--- config.mk ---
export PLATFORM = sky130hd
export DESIGN_NAME = ccff_bitstream_loader
export DESIGN_NICKNAME = d
export VERILOG_FILES = /design/src/rtl/ccff_bitstream_loader.sv
export SDC_FILE = /design/constraint.sdc
export NUM_CORES = 1
export LEC_CHECK = 0
export BUFFER_PORTS_ARGS = -buffer_cell sky130_fd_sc_hd__buf_2
export CORE_UTILIZATION = 57
export CTS_CLUSTER_DIAMETER = 30
export CTS_CLUSTER_SIZE = 25
export DETAILED_ROUTE_END_ITERATION = 10
export PLACE_DENSITY = 0.77
export SLEW_MARGIN = 15
export SYNTH_ARGS = -nofsm -noshare
export SYNTH_HDL_FRONTEND = slang
export SYNTH_SLANG_ARGS = --single-unit
--- constraint.sdc ---
create_clock -name prog_clk -period 3.6 [get_ports prog_clk]
set_clock_uncertainty 0.05 [all_clocks]
set_input_delay 0.18 -clock prog_clk [delete_from_list [all_inputs] [get_ports prog_clk]]
set_output_delay 0.18 -clock prog_clk [all_outputs]
set_load 0.01 [all_outputs]
--- src/rtl/ccff_bitstream_loader.sv ---
// Bitstream loader for a ccff configuration chain: serializes handshaked words MSB-first onto
// ccff_head, gates the chain with ccff_shift_en and optionally checks ccff_tail on a replay pass.
module ccff_bitstream_loader #(
   parameter int unsigned CHAIN_LEN = 48,
   parameter int unsigned WORD_W    = 8,
   parameter int unsigned CNT_W     = $clog2(2 * CHAIN_LEN + 1)
) (
   input  logic              prog_clk,
   input  logic              pReset,
   input  logic              start,
   input  logic              verify,
   input  logic [WORD_W-1:0] bs_data,
   input  logic              bs_valid,
   output logic              bs_ready,
   output logic              ccff_head,
   output logic              ccff_shift_en,
   input  logic              ccff_tail,
   output logic              busy,
   output logic              done,
   output logic              error
);

   localparam int unsigned IdxW = (WORD_W > 1) ? $clog2(WORD_W) : 1;

   localparam logic [CNT_W-1:0] ChainLen   = CNT_W'(CHAIN_LEN);
   localparam logic [CNT_W-1:0] LastSingle = CNT_W'(CHAIN_LEN - 1);
   localparam logic [CNT_W-1:0] LastDouble = CNT_W'(2 * CHAIN_LEN - 1);
   localparam logic [IdxW-1:0]  IdxTop     = IdxW'(WORD_W - 1);

   typedef enum logic [1:0] {
      StIdle,
      StWaitWord,
      StShift,
      StDone
   } state_e;

   state_e state_q, state_d;

   logic [WORD_W-1:0] shreg_q, shreg_d;
   logic [IdxW-1:0]   bit_idx_q, bit_idx_d;
   logic [CNT_W-1:0]  shift_cnt_q, shift_cnt_d;
   logic              verify_q, verify_d;
   logic              error_q, error_d;

   logic accept;
   logic last_shift;
   logic mismatch;

   assign accept     = (state_q == StWaitWord) && bs_valid;
   assign last_shift = (shift_cnt_q == (verify_q ? LastDouble : LastSingle));

   // On the replay pass the tail carries the bit sent exactly CHAIN_LEN shifts earlier.
   assign mismatch = verify_q && (shift_cnt_q >= ChainLen) && (ccff_tail != shreg_q[WORD_W-1]);

   assign error = error_q;

   // State register
   always_ff @(posedge prog_clk) begin
      if (pReset) begin
         state_q <= StIdle;
      end else begin
         state_q <= state_d;
      end
   end

   // Next-state logic
   always_comb begin
      state_d = state_q;
      unique case (state_q)
         StIdle: begin
            if (start) begin
               state_d = StWaitWord;
            end
         end
         StWaitWord: begin
            if (bs_valid) begin
               state_d = StShift;
            end
         end
         StShift: begin
            if (last_shift) begin
               state_d = StDone;
            end else if (bit_idx_q == '0) begin
               state_d = StWaitWord;
            end
         end
         StDone: begin
            state_d = StIdle;
         end
         default: begin
            state_d = StIdle;
         end
      endcase
   end

   // Output logic
   always_comb begin
      bs_ready      = 1'b0;
      ccff_head     = 1'b0;
      ccff_shift_en = 1'b0;
      busy          = 1'b1;
      done          = 1'b0;
      unique case (state_q)
         StIdle: begin
            busy = 1'b0;
         end
         StWaitWord: begin
            bs_ready = 1'b1;
         end
         StShift: begin
            ccff_shift_en = 1'b1;
            ccff_head     = shreg_q[WORD_W-1];
         end
         StDone: begin
            done = 1'b1;
         end
         default: begin
            busy = 1'b0;
         end
      endcase
   end

   // Datapath registers
   always_ff @(posedge prog_clk) begin
      if (pReset) begin
         shreg_q     <= '0;
         bit_idx_q   <= '0;
         shift_cnt_q <= '0;
         verify_q    <= 1'b0;
         error_q     <= 1'b0;
      end else begin
         shreg_q     <= shreg_d;
         bit_idx_q   <= bit_idx_d;
         shift_cnt_q <= shift_cnt_d;
         verify_q    <= verify_d;
         error_q     <= error_d;
      end
   end

   always_comb begin
      shreg_d     = shreg_q;
      bit_idx_d   = bit_idx_q;
      shift_cnt_d = shift_cnt_q;
      verify_d    = verify_q;
      error_d     = error_q;

      if ((state_q == StIdle) && start) begin
         verify_d    = verify;
         shift_cnt_d = '0;
         error_d     = 1'b0;
      end

      if (accept) begin
         shreg_d   = bs_data;
         bit_idx_d = IdxTop;
      end

      if (state_q == StShift) begin
         shreg_d     = shreg_q << 1;
         bit_idx_d   = bit_idx_q - IdxW'(1);
         shift_cnt_d = shift_cnt_q + CNT_W'(1);
         if (mismatch) begin
            error_d = 1'b1;
         end
      end
   end

endmodule
# ---- Word-level counts from Yosys, hierarchy flattened
# Cells that the tools add are included.
dict set report classes {
  n_addsub 2
  order_cmp 1
  n_eq_ne 8
  muxes 20
  reduce_logical 10
}
# operator n
set ops {}
lappend ops {{$mux W7} 3}
lappend ops {{$mux W8} 2}
lappend ops {{$mux W1} 8}
lappend ops {{$mux W2} 4}
lappend ops {{$pmux W2 S4} 1}
lappend ops {{$add A7 B1 Y7 const B} 1}
lappend ops {{$eq A7 B7 Y1} 1}
lappend ops {{$ge A7 B6 Y1 const B} 1}
lappend ops {{$mux W3} 2}
lappend ops {{$eq A2 B2 Y1 const B} 2}
lappend ops {{$logic_and A1 B1 Y1} 4}
lappend ops {{$ne A2 B2 Y1 const B} 2}
lappend ops {{$reduce_bool A2 Y1} 2}
lappend ops {{$logic_not A3 Y1} 1}
lappend ops {{$ne A3 B3 Y1 const B} 1}
lappend ops {{$reduce_and A3 Y1} 1}
lappend ops {{$sub A3 B1 Y3 const B} 1}
lappend ops {{$eq A2 B1 Y1 const B} 1}
lappend ops {{$logic_not A2 Y1} 1}
lappend ops {{$reduce_or A2 Y1} 1}
lappend ops {{$ne A1 B1 Y1} 1}
dict set report word_totals {
  ff_bits 22
}

# ---- Depth between registers and ports, before layout
dict set report logic_depth {
  ltp_word 5
  depth_mapped 7
}

# ---- Worst setup path before layout
# OpenSTA, ideal clock, no wires.
dict set report synth_path {
  kind {reg-to-reg}
  startpoint {register state_q[0]}
  endpoint {register shift_cnt_q[5]}
  setup_ns 0.075
  arrival_time_ns 1.283
  slack_ns 2.192
  stages_incl_launch_ff 6
  synth_period_minus_slack_ns 1.408
  cell_sequence {dfxtp_1 -> buf_6 -> nand2b_4 -> buf_6 -> or4_1 -> a31oi_1}
}
dict set report synth_via {
  elab_chain_cells 3
  word_cells_on_any_way 5
  cone_classes {1 x eq/ne; 1 x mux; 3 x reduce/logical}
}
# element line_no
set synth_lines {}
lappend synth_lines {{from (decl)} 37} ;# state_e state_q, state_d;
lappend synth_lines {{from (signal assigned)} 60} ;# state_q <= StIdle;
lappend synth_lines {{from (signal assigned)} 62} ;# state_q <= state_d;
lappend synth_lines {{$logic_not A2 Y1} 147} ;# if ((state_q == StIdle) && start) begin
lappend synth_lines {{$logic_and A1 B1 Y1} 147}
lappend synth_lines {{$reduce_bool A2 Y1 (no line)} -}
lappend synth_lines {{to (signal assigned)} 134} ;# shift_cnt_q <= shift_cnt_d;
lappend synth_lines {{to (decl)} 41} ;# logic [CNT_W-1:0] shift_cnt_q, shift_cnt_d;
# Parallel ways exist; a longest one is shown, timed or not.
# A chain may end at the register's enable or synchronous reset.

# ---- Worst setup path in the final report
dict set report layout_path {
  startpoint {register state_q[1]}
  endpoint {output ccff_head}
}
dict set report layout_via {
  elab_chain_cells 2
}
# element line_no
set layout_lines {}
lappend layout_lines {{$eq A2 B2 Y1} 103} ;# unique case (state_q)
lappend layout_lines {{$mux W1} 103}
lappend layout_lines {{to (decl)} 15} ;# output logic ccff_head,
# No other way between the ends.

==> summary.txt <==
Run status
  • Outcome: finished clean

Timing
  • Maximum clock frequency: 485 MHz
  • Tcrit/Tclk final: 57.3%
  • Final setup fails: 0
  • Worst Setup Slack, final: 1540 ps
  • Worst-margin pin slew: 571 ps
  • RSZ-0062 raised after global routing: no
  • Total negative setup slack: 0 ps
  • Fin. max-slew vios: 0
  • Slew HR: 61.9%
  • Tmin final: 2060 ps
  • Final hold violation count: 0
  • Final hold slack: 59.1 ps

Synth
  • Register area share after synthesis: 40.2%
  • Synth area leader: dfxtp_1
  • Cell area after synthesis: 1090 sq um
  • Post-synth top flop: dfxtp_1
  • Post-synth EDFFs: 0
  • Synth warn: 0
  • Mapped Cells: 122
  • Asr flop ratio synth: 0%
  • #FFs+latches synth: 22
  • Post-synth cell types: 37
  • Syn avg cell area: 8.97 sq um
  • Most frequent cells after synthesis: dfxtp_1 (22), a21oi_1 (12), nand3_1 (10)
  • Top cell type's share of synthesized area: 40.2%
  • Count leader, synth: dfxtp_1
  • Top cells by area, synth: dfxtp_1 (40%), a21oi_1 (5.5%), a22oi_1 (4.8%), ha_1 (4.6%), nand3_1 (4.6%)
  • Post-synth net total: 140

Setup path
  • CP Launch Type: flip-flop
  • Critical path data required time: 3370 ps
  • Worst R2R Start: state_q[1]
  • R2R depth: 4
  • Critical-path maximum fanout: 20
  • Worst r2r dst: shift_cnt_q[5]
  • Kind of critical path: reg -> out
  • Crit. End Element: primary output
  • R2r setup slk: 1890 ps
  • Critical Path AT: 1830 ps

GRT
  • Vias in the first global route: 807
  • Grt met2 use: 35.7%
  • First-pass GRT wire length: 3450 microns
  • GR Util met3: 3.97%
  • Antenna violations before repair: 0
  • Gr ovfl total: 0
  • Total track usage: 22.9%
  • GR peak layer: met2
  • Largest net degree at the start of global routing: 23
  • GR Util met1: 29.4%

Clock network
  • Root Driver: clkbuf_4
  • Clock slew at reported path FFs: 120 ps
  • Clock Latency Late Sink: 300 ps
  • CTS Hold Buffers Added: 0
  • Setup bufs post-CTS: 0
  • # H-tree levels: 1
  • Clock Sinks: 22
  • PostCTS Resize Cnt: 0
  • Longest Clk Path Bufs: 2
  • Cts bufs inserted: 3
  • TritonCTS clock tree: yes

Pwr
  • Peak supply drop: 0.273 mV
  • P_leak: 0.000443 uW
  • PD cells: 377 nW/um^2

Detailed routing
  • DRT iter0 DRCs: 31
  • Residual DRC: 0
  • Via density: 5.68
  • DR vias: 914
  • Final wirelength: 2090 microns
  • Drt pass-1 iters: 5
  • Post-route antenna net violation count: 0
  • WL per Instance: 13.0 microns

Worst hold path
  • Worst hold path type: in -> reg
  • Hold path cells: 3
  • Endpoint, Worst Hold: verify_q
  • Hold_sp: verify

Cells and area
  • Syn-to-layout area delta: 10.1%
  • Ant diodes: 0
  • Layout cell share with drive strength beyond 1: 21.3%
  • Fillcell total: 159
  • Final #Nets: 155

Place
  • GP Congestion: 0.857
  • Dpl hpwl: 1480 microns
  • Port Buffers: 19
  • Pre-CTS setup slack: 1920 ps

Run
  • Max-Cap Viols: 0

Floorplanning
  • Core area: 1760 sq um
  • Die height: 45.8 microns
  • Die area: 2100 sq um
  • Io pins: 20
  • Die Wd: 45.8 microns
  • Starting density of the core: 62.1%
  • Std-Cell Rows: 15
[layout by cell type, fill, tap and decap left out, types with 2 or more instances in the layout]
| cell | count |
|---|---|
| inv_1 | 7 |
| nand3_1 | 10 |
| or4_1 | 2 |
| dfxtp_1 | 22 |
| nor3_1 | 6 |
| a211oi_1 | 6 |
| clkbuf_4 | 3 |
| and2_1 | 2 |
| nand4b_1 | 2 |
| a21oi_1 | 12 |
| ha_1 | 4 |
| a22oi_1 | 7 |
| a221oi_2 | 2 |
| buf_2 | 19 |
| nor2b_1 | 3 |
| nand2_1 | 7 |
| xor2_1 | 2 |
[stage by stage]
step           instance area [sq um]  cells  utilization, %  total power [uW]
6_report                        1200    161            68.3               455
5_1_grt                         1200    161            68.3               478
4_1_cts                         1200    161            68.3               458
3_5_place_dp                    1170    157            66.2               325
3_3_place_gp                    1170    157            66.2               323
2_1_floorplan                   1090    122               -               310
[worst max-delay path: stages (launching register included)]
cell      delay, ps
dfxtp_1         550
nand2b_4        190
inv_1           470
and2_1          200
buf_2           120
[cell type report]
cell class	instances	area, sq um	share of cell area (%)
clock buffers	4	36.3	3.01
inverters	7	26.3	2.18
multi-input cells	84	576	47.8
flip-flops and latches	22	440	36.6
well taps	25	31.3	2.60
repair buffers	19	95.1	7.89
[per-layer routing]
layer	share of wire, %	wire length (microns)
met5	0	0
met4	1.7	36
met3	2.8	59
met2	49	1010
met1	47	977
[where the power goes]
| part | internal, uW | switching (uW) | total, uW | leakage (uW) |
|---|---|---|---|---|
| registers | 253 | 7.97 | 261 | 0.000179 |
| logic | 26.7 | 32.1 | 58.8 | 0.000243 |
| clock network | 61.7 | 73.3 | 135 | 0.0000210 |
[how the worst max path moves through the flow]
stage                     startpoint             end  depth (start not counted)
final                     state_q[1]       ccff_head                          4
after floorplan           state_q[0]  shift_cnt_q[5]                          5
after global routing      state_q[1]       ccff_head                          4
after CTS                 state_q[1]       ccff_head                          4
after global placement    state_q[1]       ccff_head                          4
after detailed placement  state_q[1]       ccff_head                          4
[cell families (layout without fill, tap and decap cells)]
group	after synthesis	after routing	synth area share, %
AO/OA/AOI/OAI	34	34	21.7
flip-flops	22	22	40.2
AND/OR/NAND/NOR	43	43	23.8
XOR/XNOR	2	2	1.60
buffers and inverters	16	30	7.20
adder cells (fa/ha/maj)	4	4	4.57
multiplexers	1	1	0.914
[flip-flops by register name (all words and copies together), names as in the netlist]
register	cells
error	1
verify_q	1
bit_idx_q	3
shift_cnt_q	7
state_q	2
shreg_q	8
Note: power is estimated with default switching activity, not from simulation.
